`src/rtl/shift_sequencer.sv`:
```
// shift_sequencer
// Drives a combinational rotate unit through its bus-strobe interface to
// perform a multi-step rotate. One strobe (fbus, flbus or frbus) is driven per
// cycle; each cycle's result `w` becomes the next operand on `a`. The final
// value and last carry are returned with a one-cycle done pulse.
//
// Ports
//   clk    in   1      clock, rising edge
//   rst_n  in   1      asynchronous reset, active low
//   start  in   1      request strobe, sampled only when idle
//   dir    in   1      0 = rotate left (flbus), 1 = rotate right (frbus)
//   cnt    in   CNT_W  rotate steps; 0 = single pass-through (fbus)
//   din    in   WIDTH  initial operand
//   a      out  WIDTH  operand to the rotate unit
//   fbus   out  1      pass-through strobe
//   flbus  out  1      rotate-left strobe
//   frbus  out  1      rotate-right strobe
//   w      in   WIDTH  result from the rotate unit
//   cf     in   1      carry from the rotate unit
//   busy   out  1      request in progress (pass or step)
//   done   out  1      one-cycle pulse, dout/cout valid
//   dout   out  WIDTH  final result, held until overwritten
//   cout   out  1      carry of the last step, 0 for a pass-through
module shift_sequencer #(
  parameter int unsigned WIDTH = 8,
  parameter int unsigned CNT_W = 3
) (
  input  logic             clk,
  input  logic             rst_n,
  input  logic             start,
  input  logic             dir,
  input  logic [CNT_W-1:0] cnt,
  input  logic [WIDTH-1:0] din,
  output logic [WIDTH-1:0] a,
  output logic             fbus,
  output logic             flbus,
  output logic             frbus,
  input  logic [WIDTH-1:0] w,
  input  logic             cf,
  output logic             busy,
  output logic             done,
  output logic [WIDTH-1:0] dout,
  output logic             cout
);

  typedef enum logic [1:0] {StIdle, StPass, StStep, StDone} state_e;

  state_e             state_q, state_d;
  logic [WIDTH-1:0]   work_q, work_d;
  logic               dir_q, dir_d;
  logic [CNT_W-1:0]   step_q, step_d;
  logic [WIDTH-1:0]   dout_q, dout_d;
  logic               cout_q, cout_d;

  always_ff @(posedge clk or negedge rst_n) begin
    if (!rst_n) begin
      state_q <= StIdle;
      work_q  <= '0;
      dir_q   <= 1'b0;
      step_q  <= '0;
      dout_q  <= '0;
      cout_q  <= 1'b0;
    end else begin
      state_q <= state_d;
      work_q  <= work_d;
      dir_q   <= dir_d;
      step_q  <= step_d;
      dout_q  <= dout_d;
      cout_q  <= cout_d;
    end
  end

  // `w` and `cf` are only consumed in PASS/STEP, where a strobe is driven.
  always_comb begin
    state_d = state_q;
    work_d  = work_q;
    dir_d   = dir_q;
    step_d  = step_q;
    dout_d  = dout_q;
    cout_d  = cout_q;
    unique case (state_q)
      StIdle: begin
        if (start) begin
          work_d = din;
          dir_d  = dir;
          if (cnt == '0) begin
            state_d = StPass;
          end else begin
            step_d  = cnt;
            state_d = StStep;
          end
        end
      end
      StPass: begin
        dout_d  = w;
        cout_d  = 1'b0;
        state_d = StDone;
      end
      StStep: begin
        work_d = w;
        cout_d = cf;
        step_d = step_q - CNT_W'(1);
        if (step_q == CNT_W'(1)) begin
          dout_d  = w;
          state_d = StDone;
        end
      end
      StDone: begin
        state_d = StIdle;
      end
      default: begin
        state_d = StIdle;
      end
    endcase
  end

  // Moore outputs: strobes depend only on registered state, so they are
  // mutually exclusive by construction.
  assign a     = work_q;
  assign fbus  = (state_q == StPass);
  assign flbus = (state_q == StStep) && !dir_q;
  assign frbus = (state_q == StStep) && dir_q;
  assign busy  = (state_q == StPass) || (state_q == StStep);
  assign done  = (state_q == StDone);
  assign dout  = dout_q;
  assign cout  = cout_q;

endmodule

```
`config.mk`:
```
export PLATFORM = sky130hd
export DESIGN_NAME = shift_sequencer
export DESIGN_NICKNAME = d
export VERILOG_FILES = /design/src/rtl/shift_sequencer.sv
export SDC_FILE = /design/constraint.sdc
export NUM_CORES = 1
export LEC_CHECK = 0
export CORE_MARGIN = 2
export CORE_UTILIZATION = 30
export CTS_BUF_LIST = sky130_fd_sc_hd__clkbuf_8 sky130_fd_sc_hd__clkbuf_16
export CTS_CLUSTER_SIZE = 12
export DETAILED_ROUTE_END_ITERATION = 10
export HOLD_SLACK_MARGIN = 0.15
export PLACE_DENSITY = 0.62
export SLEW_MARGIN = 25
export SYNTH_ARGS = -nofsm -noshare
export SYNTH_HDL_FRONTEND = slang
export SYNTH_SLANG_ARGS = --single-unit
```
`constraint.sdc`:
```
create_clock -name clk -period 3.3 [get_ports clk]
set_input_delay 0.66 -clock clk [delete_from_list [all_inputs] [get_ports clk]]
set_output_delay 0.66 -clock clk [all_outputs]
set_load 0.005 [all_outputs]
```
==> results of run 1 <==
routing by layer:
layer  vias to the layer above  track usage  wire (microns)  part of all wire
li1                        521            -               -                 -
met1                       513        0.180            1460              0.45
met2                        32        0.252            1670              0.51
met3                         0       0.0247             140             0.043
met4                         0       0.0131               0                 0
met5                         -            0               0                 0
cell usage in the layout, fill, tap and decap left out, drive strengths merged:
master         count
clkdlybuf4s50     45
dfrtp             23
mux2              10
nand2b            10
nand3             10
a21oi             10
inv                9
a221o              8
ha                 7
nor2b              4
o21ai              4
nand2              3
clkbuf             3
and2               2
buf                2
and3               2
a31oi              1
or4b               1
o211ai             1
a31o               1
a221oi             1
o32a               1
mux2i              1
o22ai              1
nor2               1
a21boi             1
o221a              1
a311o              1
critical path: stages, from the launching register on:
cell,delay [ns]
dfrtp_1,0.42
inv_1,0.12
ha_1,0.44
nor2b_1,0.19
clkdlybuf4s50_1,0.51
cell usage after synthesis, drive strengths merged:
cell type | number | area [sq um]
inv | 8 | 30.0
a311o | 1 | 10.0
a21oi | 10 | 50.1
o22ai | 1 | 6.26
a31oi | 1 | 12.5
buf | 2 | 12.5
clkbuf | 6 | 22.5
ha | 7 | 87.6
o21ai | 4 | 20.0
nor2 | 1 | 3.75
o32a | 1 | 10.0
dfrtp | 23 | 576
a31o | 1 | 8.76
or4b | 1 | 13.8
o221a | 1 | 11.3
o211ai | 1 | 7.51
mux2 | 10 | 113
and3 | 2 | 17.5
a221o | 8 | 80.1
a221oi | 1 | 8.76
nor2b | 4 | 25.0
nand3 | 10 | 50.1
nand2b | 10 | 62.6
a21boi | 1 | 7.51
mux2i | 1 | 10.0
nand2 | 3 | 11.3
and2 | 2 | 12.5
registers in the layout, summed over array words and instances, names as in the netlist:
name / cells
dout: 8
a: 8
cout: 1
step_q: 3
dir_q: 1
state_q: 2
layout make-up:
class	count	area, sq um
fill	396	2240
timing repair buffer	47	465
clock inverter	1	3.75
clock buffer	3	41.3
tap	50	62.6
inverter	8	30.0
sequential	23	576
multi-input combinational	82	639
through the flow:
step	worst slack [ns]	util	instance area [sq um]	hold WS (ns)
after floorplan	1.43	-	1280	0.364
after global placement	0.721	0.437	1770	0.486
after detailed placement	0.657	0.437	1770	0.493
after CTS	0.639	0.448	1820	0.519
after global routing	0.569	0.448	1820	0.540
final	0.694	0.448	1820	0.514
report_power, final:
part	switching [uW]	leakage (uW)	total, uW	internal, uW
Combinational	419	0.000458	1010	587
Clock	91.2	0.0000269	174	83.0
Sequential	99.3	0.000275	528	429
cell families (layout without fill, tap and decap cells):
group,Yosys count,in the layout,share of synthesized area
and+or+nand+nor,33,33,0.153
AOI/OAI and AO/OA,31,31,0.182
DFF,23,23,0.450
buffers and inverters,16,59,0.0508
muxes,11,11,0.0958
adders and majority gates,7,7,0.0684
path summary, 6_finish.rpt:
path / depth (start not counted) / startpoint / slack, ns / endpoint
max: 4 / state_q[0] / 0.69 / flbus
min: 1 / dout[0] / 0.51 / dout[0]
max reg2reg: 5 / state_q[0] / 1.06 / state_q[0]
min reg2reg: 1 / dout[0] / 0.51 / dout[0]
max in group asynchronous: 2 / rst_n / 2.32 / step_q[2]
min in group asynchronous: 2 / rst_n / 0.74 / dout[6]
==> summary.md, run 1 <==
| Metric | Value |
|---|---|
| Outcome | `finished, final reports clean` |
| Clk sink count | `23` |
| Final setup vio count | `0` |
| Layout cells sized above 1 | `0.122` |
| Measured slew at the worst slew-check pin | `a little over 0.7 ns` |
| Cell Rows | `23` |
| Syn Inst Count | `121` |
| Post-Syn Nets | `152` |
| Highest Clock Rate | `384 MHz` |
| Post-CTS Setup Bufs | `0` |
| Cell variety after synth | `29` |
| Mapped Avg Cell Area | `10.6 sq um` |
| Initial antenna violation count | `0` |
| Clock slew at reported path FFs | `approximately 0.090 ns` |
| Worst EP arrival | `slightly below 2 ns` |
| Max-cap viol count | `0` |
| Die footprint | `4810 sq um` |
| Post-route insts no fill | `214` |
| Unrepaired setup endpoints after global routing | `no` |
| Post-cts sizing count | `0` |
| Clock Skew | `roughly 0.0040 ns` |
| WS Path Type | `reg -> out` |
| Chip Width | `between 60 and 70 microns` |
| Total Power | `~1700 uW` |
| Pwr Density | `~940 nW/um^2` |
| Fin nets | `about 200` |
| Final Hold Fails | `0` |
| Via/cell ratio | `~5` |
| Final period util | `0.790` |
| DP Cell Count | `210` |
| VDD IR max | `0.385 mV` |
| GR Overflow Total | `0` |
| Starting density of the core | `0.315` |
| Synth Warn # | `0` |
| CTS buffer count | `3` |
| #FFs+latches synth | `23` |
| GRT Overall Usage | `0.140` |
| First-pass GRT wire length | `approximately 5600 microns` |
| Crit Path Max Fanout | `11` |
| Initial detailed-routing violation count | `37` |
| CTS tree | `built` |
| CTS root buffer | `clkbuf_8` |
| Req. time, crit path | `around 2.6 ns` |
| Drt total wl | `around 3300 microns` |
| P&R area growth vs syn | `42.0%` |
| Ant diodes | `0` |
| Worst slew margin | `0.520` |
| Cts hold-fix bufs | `0` |
| Final Critical Period | `between 2 and 3 ns` |
| Vias post-DR | `1066` |
| CTS max path bufs | `2` |
| H-tree levels | `1` |
| Crit. End Element | `output pin` |
| Routed Antenna Nets | `0` |
| Synthesized cell area | `1280 sq um` |
| DR pass1 iterations | `4` |
| Clk_lat worst skew | `around 0.26 ns` |
| Critical Path Start Type | `flop` |
| Final slew viol count | `0` |
| GP Congestion | `a little over 0.7` |
| Port buffer count | `45` |
| Setup_tns | `0 ns` |
| Vias in the first global route | `1191` |
| Post-route DRC | `0` |
| Hold/Removal Path Class | `reg -> reg` |
| Sequential area share after synthesis | `0.450` |
| Static leakage | `between 0.0007 and 0.0008 uW` |
| Core region area | `~4100 sq um` |
| Largest net degree at the start of global routing | `24` |
| Detail Placement HPWL | `approximately 2400 microns` |
| Die H | `about 70 microns` |
| Drt wl/cell | `roughly 15 microns` |
| Io pins | `46` |
(Power assumes the default switching activity.)
==> run 2: changes to the inputs <==
==> constraint.sdc (replaced) <==
create_clock -name clk -period 2.55 [get_ports clk]
set_input_delay 0.51 -clock clk [delete_from_list [all_inputs] [get_ports clk]]
set_output_delay 0.51 -clock clk [all_outputs]
set_load 0.005 [all_outputs]
==> summary.md, run 2 (synthesis gave the netlist of run 1 again) <==
| Metric | Value |
|---|---|
| H-tree levels | `1 (unchanged)` |
| Pre-CTS setup slack | `0.266 ns (was 0.657 ns)` |
| DR pass1 iterations | `4 (unchanged)` |
| Max-cap viol count | `0 (unchanged)` |
| Ant diodes | `0 (unchanged)` |
| Met1 Track Usage GR | `0.172 (was 0.180)` |
| Hold/Removal Path Class | `reg -> reg (unchanged)` |
| CP max stage cell | `clkdlybuf4s50_1 (unchanged)` |
| Unrepaired setup endpoints after global routing | `no (unchanged)` |
| GR Overflow Total | `0 (unchanged)` |
| Via/cell ratio | `5.10 (was 4.98)` |
| Initial antenna violation count | `0 (unchanged)` |
| CTS max path bufs | `2 (unchanged)` |
| CTS tree | `built (unchanged)` |
| Setup_tns | `0 ns (unchanged)` |
| Vias in the first global route | `1269 (was 1191)` |
| Cts hold-fix bufs | `0 (unchanged)` |
| Die footprint | `4810 sq um (unchanged)` |
| Worst slew margin | `0.687 (was 0.520)` |
| Io pins | `46 (unchanged)` |
| WHS | `0.514 ns (about the same)` |
| Commonest non-fill, non-tap cell in the layout | `clkdlybuf4s50_1 (unchanged)` |
| Starting density of the core | `0.315 (unchanged)` |
| GRT Overall Usage | `0.144 (was 0.140)` |
| Final slew viol count | `0 (unchanged)` |
| Highest Clock Rate | `between 400 and 500 MHz` |
| Worst path max stage delay | `0.51 ns (about the same)` |
| First-pass GRT wire length | `5780 microns (was 5570 microns)` |
| Final Hold Fails | `0 (unchanged)` |
| Met2 Usage GRT | `0.269 (was 0.252)` |
| Post-route cell area | `1860 sq um (was 1820 sq um)` |
| Measured slew at the worst slew-check pin | `0.468 ns (was 0.719 ns)` |
| Post-route DRC | `0 (unchanged)` |
| Routed Antenna Nets | `0 (unchanged)` |
| VDD IR max | `0.483 mV (was 0.385 mV)` |
| Final worst slack | `0.349 ns (was 0.694 ns)` |
| GP Congestion | `0.738 (was 0.706)` |
| Initial detailed-routing violation count | `25 (was 37)` |
| Vias post-DR | `1117 (was 1066)` |
| Crit. End Element | `output pin (unchanged)` |
| Clk_lat worst skew | `0.26 ns (about the same)` |
| Commonest cells after routing, fill and taps aside | `45 x clkdlybuf4s50_1, 23 x dfrtp_1 (unchanged)` |
| Final Critical Period | `around 2.2 ns` |
| Most Used Layer, Global Route | `met2 (unchanged)` |
| Dpl cell area | `1810 sq um (was 1770 sq um)` |
| DP Cell Count | `215 (was 210)` |
| WS Path Type | `reg -> out (unchanged)` |
| Port buffer count | `45 (unchanged)` |
| Crit Path Max Fanout | `4 (was 11)` |
| Worst EP arrival | `1.69 ns (was 1.95 ns)` |
| Post-route insts no fill | `219 (was 214)` |
| Buf/Inv on CP | `2 (unchanged)` |
| Crit-path leading delay family | `buffers and inverters (unchanged)` |
| Chip Width | `69.3 microns (unchanged)` |
| Outcome | `finished, final reports clean (unchanged)` |
| Detail Placement HPWL | `2500 microns (was 2450 microns)` |
| Clk sink count | `23 (unchanged)` |
| CTS buffer count | `3 (unchanged)` |
| Core region area | `4060 sq um (unchanged)` |
| Critical Path Start Type | `flop (unchanged)` |
| CP cell instances | `inv_1 -> ha_1 -> nor2b_1 -> clkdlybuf4s50_1 (unchanged)` |
| Final setup vio count | `0 (unchanged)` |
| Clock Skew | `0.00337 ns (was 0.00400 ns)` |
| Drt wl/cell | `15.3 microns (about the same)` |
| # fillers | `377 (was 396)` |
| Req. time, crit path | `2.04 ns (was 2.64 ns)` |
| Largest net degree at the start of global routing | `28 (was 24)` |
| Die H | `69.3 microns (unchanged)` |
| Fin nets | `201 (was 196)` |
| CTS root buffer | `clkbuf_8 (unchanged)` |
| Clock slew at reported path FFs | `0.08 ns (was 0.09 ns)` |
| Cell Rows | `23 (unchanged)` |
| Post-CTS Setup Bufs | `0 (unchanged)` |
| Pwr Density | `1220 nW/um^2 (was 940 nW/um^2)` |
| Final period util | `0.863` |
| Drt total wl | `3340 microns (was 3270 microns)` |
| Layout cells sized above 1 | `0.154 (was 0.122)` |
| M3 GR Usage | `0.0174 (was 0.0247)` |
| P&R area growth vs syn | `45.1% (was 42.0%)` |
| Static leakage | `0.000783 uW (was 0.000760 uW)` |
| Post-cts sizing count | `0 (unchanged)` |
## run 2: cell count changes in the layout (fill, tap and decap cells not counted)
cell      before  now
buf_4          2    7
clkinv_2       0    1
inv_1          9    8
## run 2: report_power, final
group / switching [uW] / internal [uW]
Combinational: 558 / 790
Clock: 117 / 109
Sequential: 132 / 555
## run 2: per-stage QoR
| step | power [uW] | utilization |
|---|---|---|
| after floorplan | 1430 | - |
| after global placement | 2020 | 0.446 |
| after detailed placement | 2050 | 0.446 |
| after CTS | 2290 | 0.458 |
| after global routing | 2450 | 0.458 |
| final | 2260 | 0.458 |
## run 2: layout make-up
class	count	area, sq um	share of cell area
timing repair buffer	52	503	0.271
multi-input combinational	82	639	0.344
tap	50	62.6	0.0337
clock buffer	3	41.3	0.0222
inverter	8	30.0	0.0162
clock inverter	1	5.00	0.00270
sequential	23	576	0.310
## run 2: path summary, 6_finish.rpt
path / endpoint / from / slack [ns] / cells after the start
setup / recovery: flbus / state_q[0] / 0.35 / 4
hold / removal: dout[5] / dout[5] / 0.51 / 1
setup reg to reg: step_q[2] / state_q[0] / 0.66 / 5
hold reg to reg: dout[5] / dout[5] / 0.51 / 1
max in group asynchronous: state_q[0] / rst_n / 1.43 / 2
min in group asynchronous: a[6] / rst_n / 0.56 / 1
## run 2: metal layers
layer | part of all wire | up-vias
met5 | 0 | -
met4 | 0.0093 | 0
met3 | 0.047 | 4
met2 | 0.52 | 40
met1 | 0.42 | 544
li1 | - | 529
==> run 3: changes to the inputs <==
==> constraint.sdc (replaced) <==
create_clock -name clk -period 2.6 [get_ports clk]
set_input_delay 0.52 -clock clk [delete_from_list [all_inputs] [get_ports clk]]
set_output_delay 0.52 -clock clk [all_outputs]
set_load 0.005 [all_outputs]
==> summary.md, run 3 (synthesis gave the netlist of run 1 again) <==
| Metric | Value |
|---|---|
| Outcome | `finished, final reports clean (unchanged)` |
| Multi-input gate area | `639 sq um (unchanged)` |
| Crit Path Max Fanout | `10 (was 4)` |
| Post-CTS Setup Bufs | `0 (unchanged)` |
| Clock slew at reported path FFs | `0.08 ns (about the same)` |
| Clock Skew | `0.00123 ns (was 0.00337 ns)` |
| Highest Clock Rate | `~420 MHz` |
| CTS max path bufs | `2 (unchanged)` |
| Die footprint | `4810 sq um (unchanged)` |
| Drt total wl | `3200 microns (was 3340 microns)` |
| Worst path max stage delay | `0.49 ns (was 0.51 ns)` |
| CTS root buffer | `clkbuf_8 (unchanged)` |
| Post-cts sizing count | `0 (unchanged)` |
| Ant diodes | `0 (unchanged)` |
| First-pass GRT wire length | `5310 microns (was 5780 microns)` |
| Commonest non-fill, non-tap cell in the layout | `clkdlybuf4s50_1 (unchanged)` |
| M3 GR Usage | `0.0247 (was 0.0174)` |
| Most Used Layer, Global Route | `met2 (unchanged)` |
| Cts hold-fix bufs | `0 (unchanged)` |
| Final period util | `0.919` |
| Starting density of the core | `0.315 (unchanged)` |
| GP Congestion | `0.761 (was 0.738)` |
| Buf/Inv on CP | `2 (unchanged)` |
| Commonest cells after routing, fill and taps aside | `45 x clkdlybuf4s50_1, 23 x dfrtp_1 (unchanged)` |
| Register area | `576 sq um (unchanged)` |
| Final slew viol count | `0 (unchanged)` |
| CP max stage cell | `clkdlybuf4s50_1 (unchanged)` |
| Largest net degree at the start of global routing | `28 (unchanged)` |
| Initial detailed-routing violation count | `26 (was 25)` |
| Final setup vio count | `0 (unchanged)` |
| # fillers | `377 (unchanged)` |
| Critical Path Start Type | `flop (unchanged)` |
| Worst EP arrival | `1.87 ns (was 1.69 ns)` |
| Io pins | `46 (unchanged)` |
| Die H | `69.3 microns (unchanged)` |
| CTS buffer count | `3 (unchanged)` |
| Routed Antenna Nets | `0 (unchanged)` |
| Port buffer count | `45 (unchanged)` |
| Via/cell ratio | `5.00 (was 5.10)` |
| Clk sink count | `23 (unchanged)` |
| Unrepaired setup endpoints after global routing | `no (unchanged)` |
| Final Critical Period | `2.39 ns` |
| Req. time, crit path | `2.08 ns (was 2.04 ns)` |
| Dpl cell area | `1800 sq um (was 1810 sq um)` |
| Static leakage | `0.000779 uW (was 0.000783 uW)` |
| P&R area growth vs syn | `44.4% (was 45.1%)` |
| Final Hold Fails | `0 (unchanged)` |
| WHS | `0.509 ns (was 0.514 ns)` |
| H-tree levels | `1 (unchanged)` |
| Hold/Removal Path Class | `reg -> reg (unchanged)` |
| DR pass1 iterations | `4 (unchanged)` |
| Worst slew margin | `0.719 (was 0.687)` |
| Core region area | `4060 sq um (unchanged)` |
| Layout cells sized above 1 | `0.143 (was 0.154)` |
| GR Overflow Total | `0 (unchanged)` |
| Cell Rows | `23 (unchanged)` |
| CP cell instances | `inv_1 -> ha_1 -> and2_1 -> clkdlybuf4s50_1 (was inv_1 -> ha_1 -> nor2b_1 -> clkdlybuf4s50_1)` |
| Max-cap viol count | `0 (unchanged)` |
| Vias in the first global route | `1129 (was 1269)` |
| Pre-CTS setup slack | `0.341 ns (was 0.266 ns)` |
| GRT Overall Usage | `0.134 (was 0.144)` |
| Pwr Density | `1190 nW/um^2 (was 1220 nW/um^2)` |
| Met2 Usage GRT | `0.240 (was 0.269)` |
| Post-route DRC | `0 (unchanged)` |
| VDD IR max | `0.513 mV (was 0.483 mV)` |
| CTS tree | `built (unchanged)` |
| Vias post-DR | `1091 (was 1117)` |
| Post-route cell area | `1850 sq um (was 1860 sq um)` |
| Fin nets | `200 (was 201)` |
| Detail Placement HPWL | `2410 microns (was 2500 microns)` |
| Chip Width | `69.3 microns (unchanged)` |
| WS Path Type | `reg -> out (unchanged)` |
| Measured slew at the worst slew-check pin | `0.420 ns (was 0.468 ns)` |
| Initial antenna violation count | `0 (unchanged)` |
| Final worst slack | `0.211 ns (was 0.349 ns)` |
| Clk_lat worst skew | `0.26 ns (about the same)` |
| Crit. End Element | `output pin (unchanged)` |
| Drt wl/cell | `14.7 microns (was 15.3 microns)` |
| Met1 Track Usage GR | `0.169 (was 0.172)` |
| Crit-path leading delay family | `buffers and inverters (unchanged)` |
| Setup_tns | `0 ns (unchanged)` |
[run 3: routing by layer]
| metal | vias up | wire, microns |
|---|---|---|
| met4 | 0 | 0 |
| met3 | 0 | 165 |
| met5 | - | 0 |
| met2 | 35 | 1600 |
| li1 | 530 | - |
| met1 | 526 | 1440 |
[run 3: worst paths after layout]
path	to	slack (ns)	cells after the start	start
max	frbus	0.21	4	state_q[0]
min	dout[0]	0.51	1	dout[0]
max reg2reg	dout[6]	0.53	6	state_q[0]
min reg2reg	dout[0]	0.51	1	dout[0]
max in group asynchronous	dir_q	1.76	2	rst_n
min in group asynchronous	dout[7]	0.60	2	rst_n
[run 3: cell type report]
type                    count  share of cell area
multi-input cells          82               0.346
flip-flops and latches     23               0.311
well taps                  50              0.0339
repair buffers             51               0.268
clock buffers               3              0.0223
inverters                   8              0.0162
clock inverters             1             0.00203
[run 3: power by group]
part           switching, uW  internal, uW
clock network            119           106
registers                127           545
logic                    533           766
[run 3: through the flow]
step	util	cells	total power, uW
3_5_place_dp	0.444	214	1990
6_report	0.455	218	2190
2_1_floorplan	-	121	1400
5_1_grt	0.455	218	2380
3_3_place_gp	0.444	214	1960
4_1_cts	0.455	218	2220
